**config.mk**
```make
export PLATFORM = sky130hd
export DESIGN_NAME = input_port_vc_scheduler
export DESIGN_NICKNAME = d
export VERILOG_FILES = /design/src/rtl/rvh_noc_pkg.sv /design/src/rtl/input_port_vc_scheduler_chk.sv /design/src/rtl/vc_rr_picker.sv /design/src/rtl/input_port_vc_scheduler.sv
export SDC_FILE = /design/constraint.sdc
export NUM_CORES = 1
export LEC_CHECK = 0
export ABC_AREA = 1
export CAP_MARGIN = 20
export CORE_ASPECT_RATIO = 0.9
export CORE_MARGIN = 3
export CORE_UTILIZATION = 40
export CTS_CLUSTER_DIAMETER = 150
export DETAILED_ROUTE_END_ITERATION = 12
export PLACE_DENSITY = 0.85
export SETUP_SLACK_MARGIN = 0.5
export SYNTH_ARGS = -nofsm -noshare
export SYNTH_HDL_FRONTEND = slang
export SYNTH_HIERARCHICAL = 1
export SYNTH_SLANG_ARGS = --single-unit
```
**constraint.sdc**
```tcl
create_clock -name clk -period 2.3 [get_ports clk]
set_input_delay 0.345 -clock clk [delete_from_list [all_inputs] [get_ports clk]]
set_output_delay 0.345 -clock clk [all_outputs]
set_load 0.01 [all_outputs]
```
**src/rtl/rvh_noc_pkg.sv**
```systemverilog
// Shared NoC router types used by the input-port VC scheduler.
// Optional defines:
//   USE_QOS_VALUE  adds a qos_value field to the decoded head flit.
package rvh_noc_pkg;

   localparam int unsigned QoS_Value_Width = 4;
   localparam int unsigned NodeID_Width    = 4;

   // Output port index; wide enough to carry an out-of-range code for a 5-port router.
   typedef logic [2:0] io_port_t;

   typedef struct packed {
      io_port_t                   look_ahead_routing;
      logic [NodeID_Width-1:0]    tgt_id;
`ifdef USE_QOS_VALUE
      logic [QoS_Value_Width-1:0] qos_value;
`endif
   } flit_dec_t;

   typedef enum logic [0:0] {
      SCHED_IDLE = 1'b0,
      SCHED_REQ  = 1'b1
   } sched_state_e;

endpackage : rvh_noc_pkg

```
**src/rtl/input_port_vc_scheduler_chk.sv**
```systemverilog
// Simulation-only protocol checks for the input-port VC scheduler.
module input_port_vc_scheduler_chk #(
   parameter int unsigned VC_NUM       = 4,
   parameter int unsigned VC_NUM_IDX_W = $clog2(VC_NUM)
) (
   input logic                    clk,
   input logic                    rst,
   input logic                    sa_req_v,
   input logic [2:0]              sa_req_port,
   input logic [VC_NUM_IDX_W-1:0] sa_req_vc_id,
   input logic                    sa_gnt,
   input logic [VC_NUM-1:0]       vc_pop
);

   // A pop only accompanies a granted, live request; a stray grant is ignored.
   a_pop_needs_grant : assert property (@(posedge clk) disable iff (rst)
      (vc_pop != {VC_NUM{1'b0}}) |-> (sa_req_v && sa_gnt));

   // At most one VC is popped per cycle.
   a_pop_onehot0 : assert property (@(posedge clk) disable iff (rst)
      $onehot0(vc_pop));

   // An ungranted request stays up with the same port and VC.
   a_req_stable : assert property (@(posedge clk) disable iff (rst)
      (sa_req_v && !sa_gnt) |=> (sa_req_v && $stable(sa_req_port) && $stable(sa_req_vc_id)));

endmodule : input_port_vc_scheduler_chk

```
**src/rtl/vc_rr_picker.sv**
```systemverilog
// Combinational round-robin picker: first set request bit at or after ptr_i,
// wrapping modulo VC_NUM. Produces both a one-hot grant and its index.
module vc_rr_picker #(
   parameter int unsigned VC_NUM       = 4,
   parameter int unsigned VC_NUM_IDX_W = $clog2(VC_NUM)
) (
   input  logic [VC_NUM-1:0]       req_i,
   input  logic [VC_NUM_IDX_W-1:0] ptr_i,
   output logic [VC_NUM-1:0]       gnt_o,
   output logic [VC_NUM_IDX_W-1:0] idx_o,
   output logic                    found_o
);

   logic [VC_NUM_IDX_W:0]   sum_s;
   logic [VC_NUM_IDX_W-1:0] cand_s;
   logic                    hit_s;

   // Scan candidates in rotated order starting at the pointer; keep the first hit.
   always_comb begin
      idx_o   = {VC_NUM_IDX_W{1'b0}};
      found_o = 1'b0;
      sum_s   = {(VC_NUM_IDX_W+1){1'b0}};
      cand_s  = {VC_NUM_IDX_W{1'b0}};
      hit_s   = 1'b0;
      for (int k = 0; k < VC_NUM; k++) begin
         sum_s   = {1'b0, ptr_i} + (VC_NUM_IDX_W+1)'(k);
         cand_s  = (sum_s >= (VC_NUM_IDX_W+1)'(VC_NUM)) ?
                   VC_NUM_IDX_W'(sum_s - (VC_NUM_IDX_W+1)'(VC_NUM)) :
                   VC_NUM_IDX_W'(sum_s);
         hit_s   = ~found_o & req_i[cand_s];
         idx_o   = hit_s ? cand_s : idx_o;
         found_o = found_o | hit_s;
      end
   end

   // Expand the chosen index into a one-hot grant.
   always_comb begin
      if (found_o) begin
         gnt_o = {{(VC_NUM-1){1'b0}}, 1'b1} << idx_o;
      end else begin
         gnt_o = {VC_NUM{1'b0}};
      end
   end

endmodule : vc_rr_picker

```
**src/rtl/input_port_vc_scheduler.sv**
```systemverilog
// Input-port VC scheduler: chooses one VC whose head flit targets an output
// port with credit, requests the switch allocator, holds the request until
// granted, then pops that VC. Round-robin across VCs; a popped VC is masked
// for one cycle because its next head is not yet visible.
// Optional define:
//   INPUT_PORT_SCHED_QOS_EN  pick the highest qos_value first, round-robin on
//                            ties. Needs USE_QOS_VALUE so the field exists.
module input_port_vc_scheduler
   import rvh_noc_pkg::*;
#(
   parameter int unsigned VC_NUM          = 4,
   parameter int unsigned OUTPUT_PORT_NUM = 5,
   parameter int unsigned VC_NUM_IDX_W    = $clog2(VC_NUM)
) (
   input  logic                       clk,
   input  logic                       rst,
   input  logic [VC_NUM-1:0]          vc_head_v_i,
   input  flit_dec_t                  vc_head_dec_i [VC_NUM],
   input  logic [OUTPUT_PORT_NUM-1:0] out_credit_avail_i,
   output logic                       sa_req_v_o,
   output io_port_t                   sa_req_port_o,
   output logic [VC_NUM_IDX_W-1:0]    sa_req_vc_id_o,
   input  logic                       sa_gnt_i,
   output logic [VC_NUM-1:0]          vc_pop_o
);

   sched_state_e            state_r;
   logic                    req_v_r;
   io_port_t                req_port_r;
   logic [VC_NUM_IDX_W-1:0] sel_vc_r;
   logic [VC_NUM-1:0]       sel_oh_r;
   logic [VC_NUM_IDX_W-1:0] rr_ptr_r;
   logic [VC_NUM-1:0]       pop_mask_r;

   logic [VC_NUM-1:0]       eligible_s;
   logic [VC_NUM-1:0]       pick_req_s;
   logic [VC_NUM-1:0]       cand_req_s;
   logic [VC_NUM-1:0]       pick_gnt_s;
   logic [VC_NUM_IDX_W-1:0] pick_ptr_s;
   logic [VC_NUM_IDX_W-1:0] pick_idx_s;
   logic [VC_NUM_IDX_W-1:0] next_ptr_s;
   logic                    pick_found_s;
   logic                    granting_s;
   io_port_t                pick_port_s;
   logic                    unused_s;

   function automatic logic [VC_NUM_IDX_W-1:0] wrap_inc(input logic [VC_NUM_IDX_W-1:0] idx);
      if (32'(idx) == (VC_NUM - 32'd1)) begin
         return {VC_NUM_IDX_W{1'b0}};
      end else begin
         return idx + VC_NUM_IDX_W'(1);
      end
   endfunction

   // A VC is eligible when it has a head, targets an existing port with credit, and was not just popped.
   always_comb begin
      eligible_s = {VC_NUM{1'b0}};
      for (int i = 0; i < VC_NUM; i++) begin
         if (32'(vc_head_dec_i[i].look_ahead_routing) < OUTPUT_PORT_NUM) begin
            eligible_s[i] = vc_head_v_i[i]
                          & out_credit_avail_i[vc_head_dec_i[i].look_ahead_routing]
                          & ~pop_mask_r[i];
         end else begin
            eligible_s[i] = 1'b0;
         end
      end
   end

   assign granting_s = (state_r == SCHED_REQ) && sa_gnt_i;
   assign next_ptr_s = wrap_inc(sel_vc_r);

   // On a grant, reselect from just past the granted VC with that VC excluded; otherwise scan from rr_ptr.
   always_comb begin
      if (granting_s) begin
         pick_req_s = eligible_s & ~sel_oh_r;
         pick_ptr_s = next_ptr_s;
      end else begin
         pick_req_s = eligible_s;
         pick_ptr_s = rr_ptr_r;
      end
   end

`ifdef INPUT_PORT_SCHED_QOS_EN
   logic [QoS_Value_Width-1:0] max_qos_s;

   // Highest QoS value among the candidates.
   always_comb begin
      max_qos_s = {QoS_Value_Width{1'b0}};
      for (int i = 0; i < VC_NUM; i++) begin
         max_qos_s = (pick_req_s[i] && (vc_head_dec_i[i].qos_value > max_qos_s)) ?
                     vc_head_dec_i[i].qos_value : max_qos_s;
      end
   end

   // Keep only the candidates at that QoS level; round-robin breaks the tie.
   always_comb begin
      cand_req_s = {VC_NUM{1'b0}};
      for (int i = 0; i < VC_NUM; i++) begin
         cand_req_s[i] = pick_req_s[i] & (vc_head_dec_i[i].qos_value == max_qos_s);
      end
   end
`else
   assign cand_req_s = pick_req_s;
`endif

   vc_rr_picker #(
      .VC_NUM       (VC_NUM),
      .VC_NUM_IDX_W (VC_NUM_IDX_W)
   ) u_picker (
      .req_i   (cand_req_s),
      .ptr_i   (pick_ptr_s),
      .gnt_o   (pick_gnt_s),
      .idx_o   (pick_idx_s),
      .found_o (pick_found_s)
   );

   assign pick_port_s = vc_head_dec_i[pick_idx_s].look_ahead_routing;

   // Pop strobe follows the grant in the same cycle and is silent otherwise.
   always_comb begin
      if (granting_s) begin
         vc_pop_o = sel_oh_r;
      end else begin
         vc_pop_o = {VC_NUM{1'b0}};
      end
   end

   // Scheduler FSM: latch a selection, hold it until granted, then chain or go idle.
   always_ff @(posedge clk or posedge rst) begin
      if (rst) begin
         state_r    <= SCHED_IDLE;
         req_v_r    <= 1'b0;
         req_port_r <= io_port_t'(0);
         sel_vc_r   <= {VC_NUM_IDX_W{1'b0}};
         sel_oh_r   <= {VC_NUM{1'b0}};
         rr_ptr_r   <= {VC_NUM_IDX_W{1'b0}};
         pop_mask_r <= {VC_NUM{1'b0}};
      end else begin
         pop_mask_r <= vc_pop_o;
         case (state_r)
            SCHED_IDLE: begin
               if (pick_found_s) begin
                  state_r    <= SCHED_REQ;
                  req_v_r    <= 1'b1;
                  req_port_r <= pick_port_s;
                  sel_vc_r   <= pick_idx_s;
                  sel_oh_r   <= pick_gnt_s;
               end else begin
                  state_r    <= SCHED_IDLE;
                  req_v_r    <= 1'b0;
               end
            end
            SCHED_REQ: begin
               if (sa_gnt_i) begin
                  rr_ptr_r <= next_ptr_s;
                  if (pick_found_s) begin
                     state_r    <= SCHED_REQ;
                     req_v_r    <= 1'b1;
                     req_port_r <= pick_port_s;
                     sel_vc_r   <= pick_idx_s;
                     sel_oh_r   <= pick_gnt_s;
                  end else begin
                     state_r    <= SCHED_IDLE;
                     req_v_r    <= 1'b0;
                  end
               end else begin
                  // Request held even if credit disappears; the SA does the final credit check.
                  state_r <= SCHED_REQ;
                  req_v_r <= 1'b1;
               end
            end
            default: begin
               state_r <= SCHED_IDLE;
               req_v_r <= 1'b0;
            end
         endcase
      end
   end

   assign sa_req_v_o     = req_v_r;
   assign sa_req_port_o  = req_port_r;
   assign sa_req_vc_id_o = sel_vc_r;

   // Fold decoder fields this scheduler does not look at (tgt_id and friends).
   always_comb begin
      unused_s = 1'b0;
      for (int i = 0; i < VC_NUM; i++) begin
         unused_s = unused_s ^ (^vc_head_dec_i[i]);
      end
   end

   input_port_vc_scheduler_chk #(
      .VC_NUM       (VC_NUM),
      .VC_NUM_IDX_W (VC_NUM_IDX_W)
   ) u_chk (
      .clk          (clk),
      .rst          (rst),
      .sa_req_v     (sa_req_v_o),
      .sa_req_port  (sa_req_port_o),
      .sa_req_vc_id (sa_req_vc_id_o),
      .sa_gnt       (sa_gnt_i),
      .vc_pop       (vc_pop_o)
   );

endmodule : input_port_vc_scheduler

```
==> load_flow_metrics.sql <==
INSERT INTO impl_metrics (metric_group, metric, value, unit) VALUES
('outcome', 'outcome', 'finished, violations left', ''),
('outcome', 'failed_checks', 'setup timing', ''),
('sta', 'timing.clock.skew', '0.00310', 'ns'),
('route', 'dr.pass1.iters', '4', ''),
('die', 'fp.dieArea', '0.00418', 'sq mm'),
('die', 'ios', '50', ''),
('final_layout', 'final_cells', '330', ''),
('final_layout', 'multi_input_area', '970', 'sq um'),
('cts', 'cts_buffers', '3', ''),
('final_layout', 'layout_common_cells', 'sky130_fd_sc_hd__nand2_1 (69), sky130_fd_sc_hd__buf_4 (33), sky130_fd_sc_hd__nand2_2 (21), sky130_fd_sc_hd__inv_1 (19), sky130_fd_sc_hd__inv_2 (17)', ''),
('worst_setup_path', 'worstSetupEndpointType', 'flop', ''),
('worst_setup_path', 'worst-endpoint-arrival', '2.48', 'ns'),
('worst_setup_path', 'cp_slowest_cell', 'sky130_fd_sc_hd__dfrtp_2', ''),
('cts', 'clkSinkCount', '16', ''),
('route', 'antenna_violating_nets_post_route', '0', ''),
('worst_setup_path', 'setup.worst_path.start_class', 'flop', ''),
('synthesis', 'mappedNetlistNets', '254', ''),
('synthesis', 'ys.warnings.count', '6', ''),
('sta', 'layout_min_cycle_time', '2.33', 'ns'),
('synthesis', 'synthesis.area', '0.00138', 'sq mm'),
('synthesis', 'synth_sequential_area_ratio', '29.1', '%'),
('grt', 'vias_in_the_first_global_route', '1477', ''),
('die', 'die_h', '61.6', 'microns'),
('worst_setup_path', 'crit_type', 'reg2reg', ''),
('route', 'wl', '4.32', 'mm'),
('place', 'dp_cells', '313', ''),
('cts', 'cts_tree', 'yes', ''),
('sta', 'max_clock_freq', '429', 'MHz'),
('final_layout', 'area_growth_syn_to_layout', '71.4', '%'),
('synthesis', 'synthMuxAreaShare', '0', '%'),
('die', 'start_util', '43.5', '%'),
('final_layout', 'design.final.nets', '330', ''),
('place', 'placement.io_buffers', '33', ''),
('route', 'wl_per_cell', '13.1', 'microns'),
('cts', 'clk_root_buffer_cell', 'sky130_fd_sc_hd__clkbuf_8', ''),
('synthesis', 'synth_simple_gate_area_share', '47.0', '%'),
('power_and_ir_drop', 'static-leakage-power', '1.33', 'nW'),
('power_and_ir_drop', 'p_comb_share', '81.5', '%'),
('cts', 'cts-htree-levels', '1', ''),
('route', 'num_vias', '1567', ''),
('final_layout', 'post_route_cells_drive_above_1_share', '42.4', '%'),
('synthesis', 'syn-instance-count', '213', ''),
('synthesis', 'adder_cell_area_share_of_the_yosys_netlist', '0.910', '%'),
('final_layout', 'post-route-util', '74.6', '%'),
('sta', 'timing.final.ws_setup', '-0.0309', 'ns'),
('power_and_ir_drop', 'p_clk_share', '6.6', '%'),
('sta', 'final-setup-viol-count', '2', ''),
('synthesis', 'synth.distinct_cells', '23', ''),
('final_layout', 'final_common_cell', 'sky130_fd_sc_hd__nand2_1', ''),
('synthesis', 'ys_ff_latch', '16', ''),
('final_layout', 'layout.filler_cells', '234', ''),
('die', 'core_area', '0.00316', 'sq mm'),
('synthesis', 'synthDominantCellAreaShare', '29.1', '%'),
('synthesis', 'yosys-top-cells-area', 'sky130_fd_sc_hd__dfrtp_1 (29%), sky130_fd_sc_hd__nand2_1 (23%), sky130_fd_sc_hd__inv_1 (7.6%), sky130_fd_sc_hd__nand2_2 (6.8%), sky130_fd_sc_hd__nand3_2 (4.4%)', ''),
('synthesis', 'yosys.area.top_type', 'sky130_fd_sc_hd__dfrtp_1', ''),
('worst_hold_path', 'type_of_the_worst_min_delay_path', 'in2async', ''),
('synthesis', 'synth-compound-area-share', '9.37', '%'),
('cts', 'cts-root-to-sink-buffers', '2', ''),
('sta', 'number_of_pins_exceeding_their_max_slew_limit_in_the_final_report', '0', ''),
('grt', 'global_route_wire_length_before_repair', '6.52', 'mm'),
('power_and_ir_drop', 'total_switching_power', '1.87', 'mW'),
('cts', 'hold_buffers', '0', ''),
('grt', 'grt_max_degree', '17', ''),
('worst_setup_path', 'timing.critical_path.slowest_cell_delay', '0.43', 'ns'),
('worst_setup_path', 'cp.required', '2.45', 'ns'),
('power_and_ir_drop', 'internal_power', '1.92', 'mW'),
('run', 'maxCapViolCount', '0', ''),
('cts', 'clk_transition_reported_paths', '0.06', 'ns'),
('power_and_ir_drop', 'switching_share', '49.3', '%'),
('grt', 'globalRouteOverflowTotal', '0', ''),
('sta', 'timing.final.crit_share', '101', '%');
## per-layer routing
| metal | routed length (microns) | global-route usage, % | vias to the layer above |
|---|---|---|---|
| met3 | 168 | 1.09 | 4 |
| met5 | 0 | 0 | - |
| li1 | - | - | 811 |
| met4 | 29 | 5.95 | 0 |
| met2 | 2120 | 35.8 | 37 |
| met1 | 2000 | 28.3 | 715 |
## state kept, by name, summed over array words and instances (netlist names)
register and count:
sel_oh_r 4, sa_req_v_o 1, sa_req_vc_id_o 2, pop_mask_r 4, sa_req_port_o 3, rr_ptr_r 2
## cell type report
class                   count  share of cell area (%)
flip-flops and latches     16                    17.1
repair inverters            1                   0.265
repair buffers             73                    29.6
multi-input cells         154                    41.1
inverters                  40                    7.32
clock buffers               4                    2.34
well taps                  42                    2.23
## cells in the mapped netlist
| cell type | number |
|---|---|
| sky130_fd_sc_hd__a21oi_1 | 7 |
| sky130_fd_sc_hd__buf_4 | 1 |
| sky130_fd_sc_hd__buf_6 | 2 |
| sky130_fd_sc_hd__dfrtp_1 | 16 |
| sky130_fd_sc_hd__ha_1 | 1 |
| sky130_fd_sc_hd__inv_1 | 28 |
| sky130_fd_sc_hd__inv_2 | 11 |
| sky130_fd_sc_hd__inv_8 | 1 |
| sky130_fd_sc_hd__nand2_1 | 84 |
| sky130_fd_sc_hd__nand2_2 | 15 |
| sky130_fd_sc_hd__nand2_4 | 3 |
| sky130_fd_sc_hd__nand3_1 | 9 |
| sky130_fd_sc_hd__nand3_2 | 6 |
| sky130_fd_sc_hd__nand3b_1 | 4 |
| sky130_fd_sc_hd__nand4_1 | 5 |
| sky130_fd_sc_hd__nor2_1 | 5 |
| sky130_fd_sc_hd__nor2_2 | 1 |
| sky130_fd_sc_hd__nor2_4 | 1 |
| sky130_fd_sc_hd__o211ai_1 | 3 |
| sky130_fd_sc_hd__o21ai_0 | 3 |
| sky130_fd_sc_hd__o21ai_1 | 1 |
| sky130_fd_sc_hd__o21ai_2 | 5 |
| sky130_fd_sc_hd__o31ai_1 | 1 |
## worst paths after layout
check	start	endpoint	slack [ns]	depth (start not counted)
worst max register to register	sa_req_vc_id_o[0]$_DFFE_PP0P_	sa_req_port_o[0]$_DFFE_PP0P_	-0.03	17
worst min-delay path	rst	sa_req_vc_id_o[1]$_DFFE_PP0P_	0.46	2
min in group clk	sa_req_port_o[0]$_DFFE_PP0P_	sa_req_port_o[0]$_DFFE_PP0P_	0.50	2
max in group asynchronous	rst	sa_req_v_o$_DFF_PP0_	1.41	2
worst min register to register	sa_req_port_o[0]$_DFFE_PP0P_	sa_req_port_o[0]$_DFFE_PP0P_	0.50	2
worst max-delay path	sa_req_vc_id_o[0]$_DFFE_PP0P_	sa_req_port_o[0]$_DFFE_PP0P_	-0.03	17
## through the flow
step | cell area (sq um) | hold slack, ns | setup slack [ns] | total power [mW] | setup TNS (ns)
5_1_grt | 2360 | 0.521 | -0.144 | 4.06 | -0.668
4_1_cts | 2240 | 0.482 | 0.0106 | 3.51 | 0
2_1_floorplan | 1440 | 0.259 | 0.132 | 2.05 | 0
6_report | 2360 | 0.458 | -0.0309 | 3.79 | -0.0494
3_5_place_dp | 2010 | 0.479 | -0.438 | 2.78 | -3.46
3_3_place_gp | 2010 | 0.462 | -0.380 | 2.73 | -3.05
## kinds of logic after synthesis
group           Yosys count
simple gates            133
buf+inv                  43
compound gates           20
flops                    16
fa+ha+maj                 1
## worst register-to-register path: cells and delay by family (launching register included)
| family | cells | cell delay [ns] |
|---|---|---|
| AOI/OAI and AO/OA | 2 | 0.50 |
| buffers and inverters | 4 | 0.48 |
| DFF | 1 | 0.43 |
| and+or+nand+nor | 11 | 0.80 |
## power groups by stage
stage          sequential, mW  combinational [mW]  clock (mW)
4_1_cts                 0.447                2.80       0.256
3_3_place_gp            0.455                2.28           0
6_report                0.451                3.09       0.252
3_5_place_dp            0.456                2.33           0
2_1_floorplan           0.470                1.58           0
5_1_grt                 0.460                3.33       0.265
## what timing repair did
action | in CTS | in global routing
buffers inserted | 5 | 6
gates resized for setup | 45 | 29
pin swaps | 9 | 18
gates cloned | 2 | 0
setup endpoints to repair | 14 | 13
No activity file was read; power rests on OpenSTA's default activity.
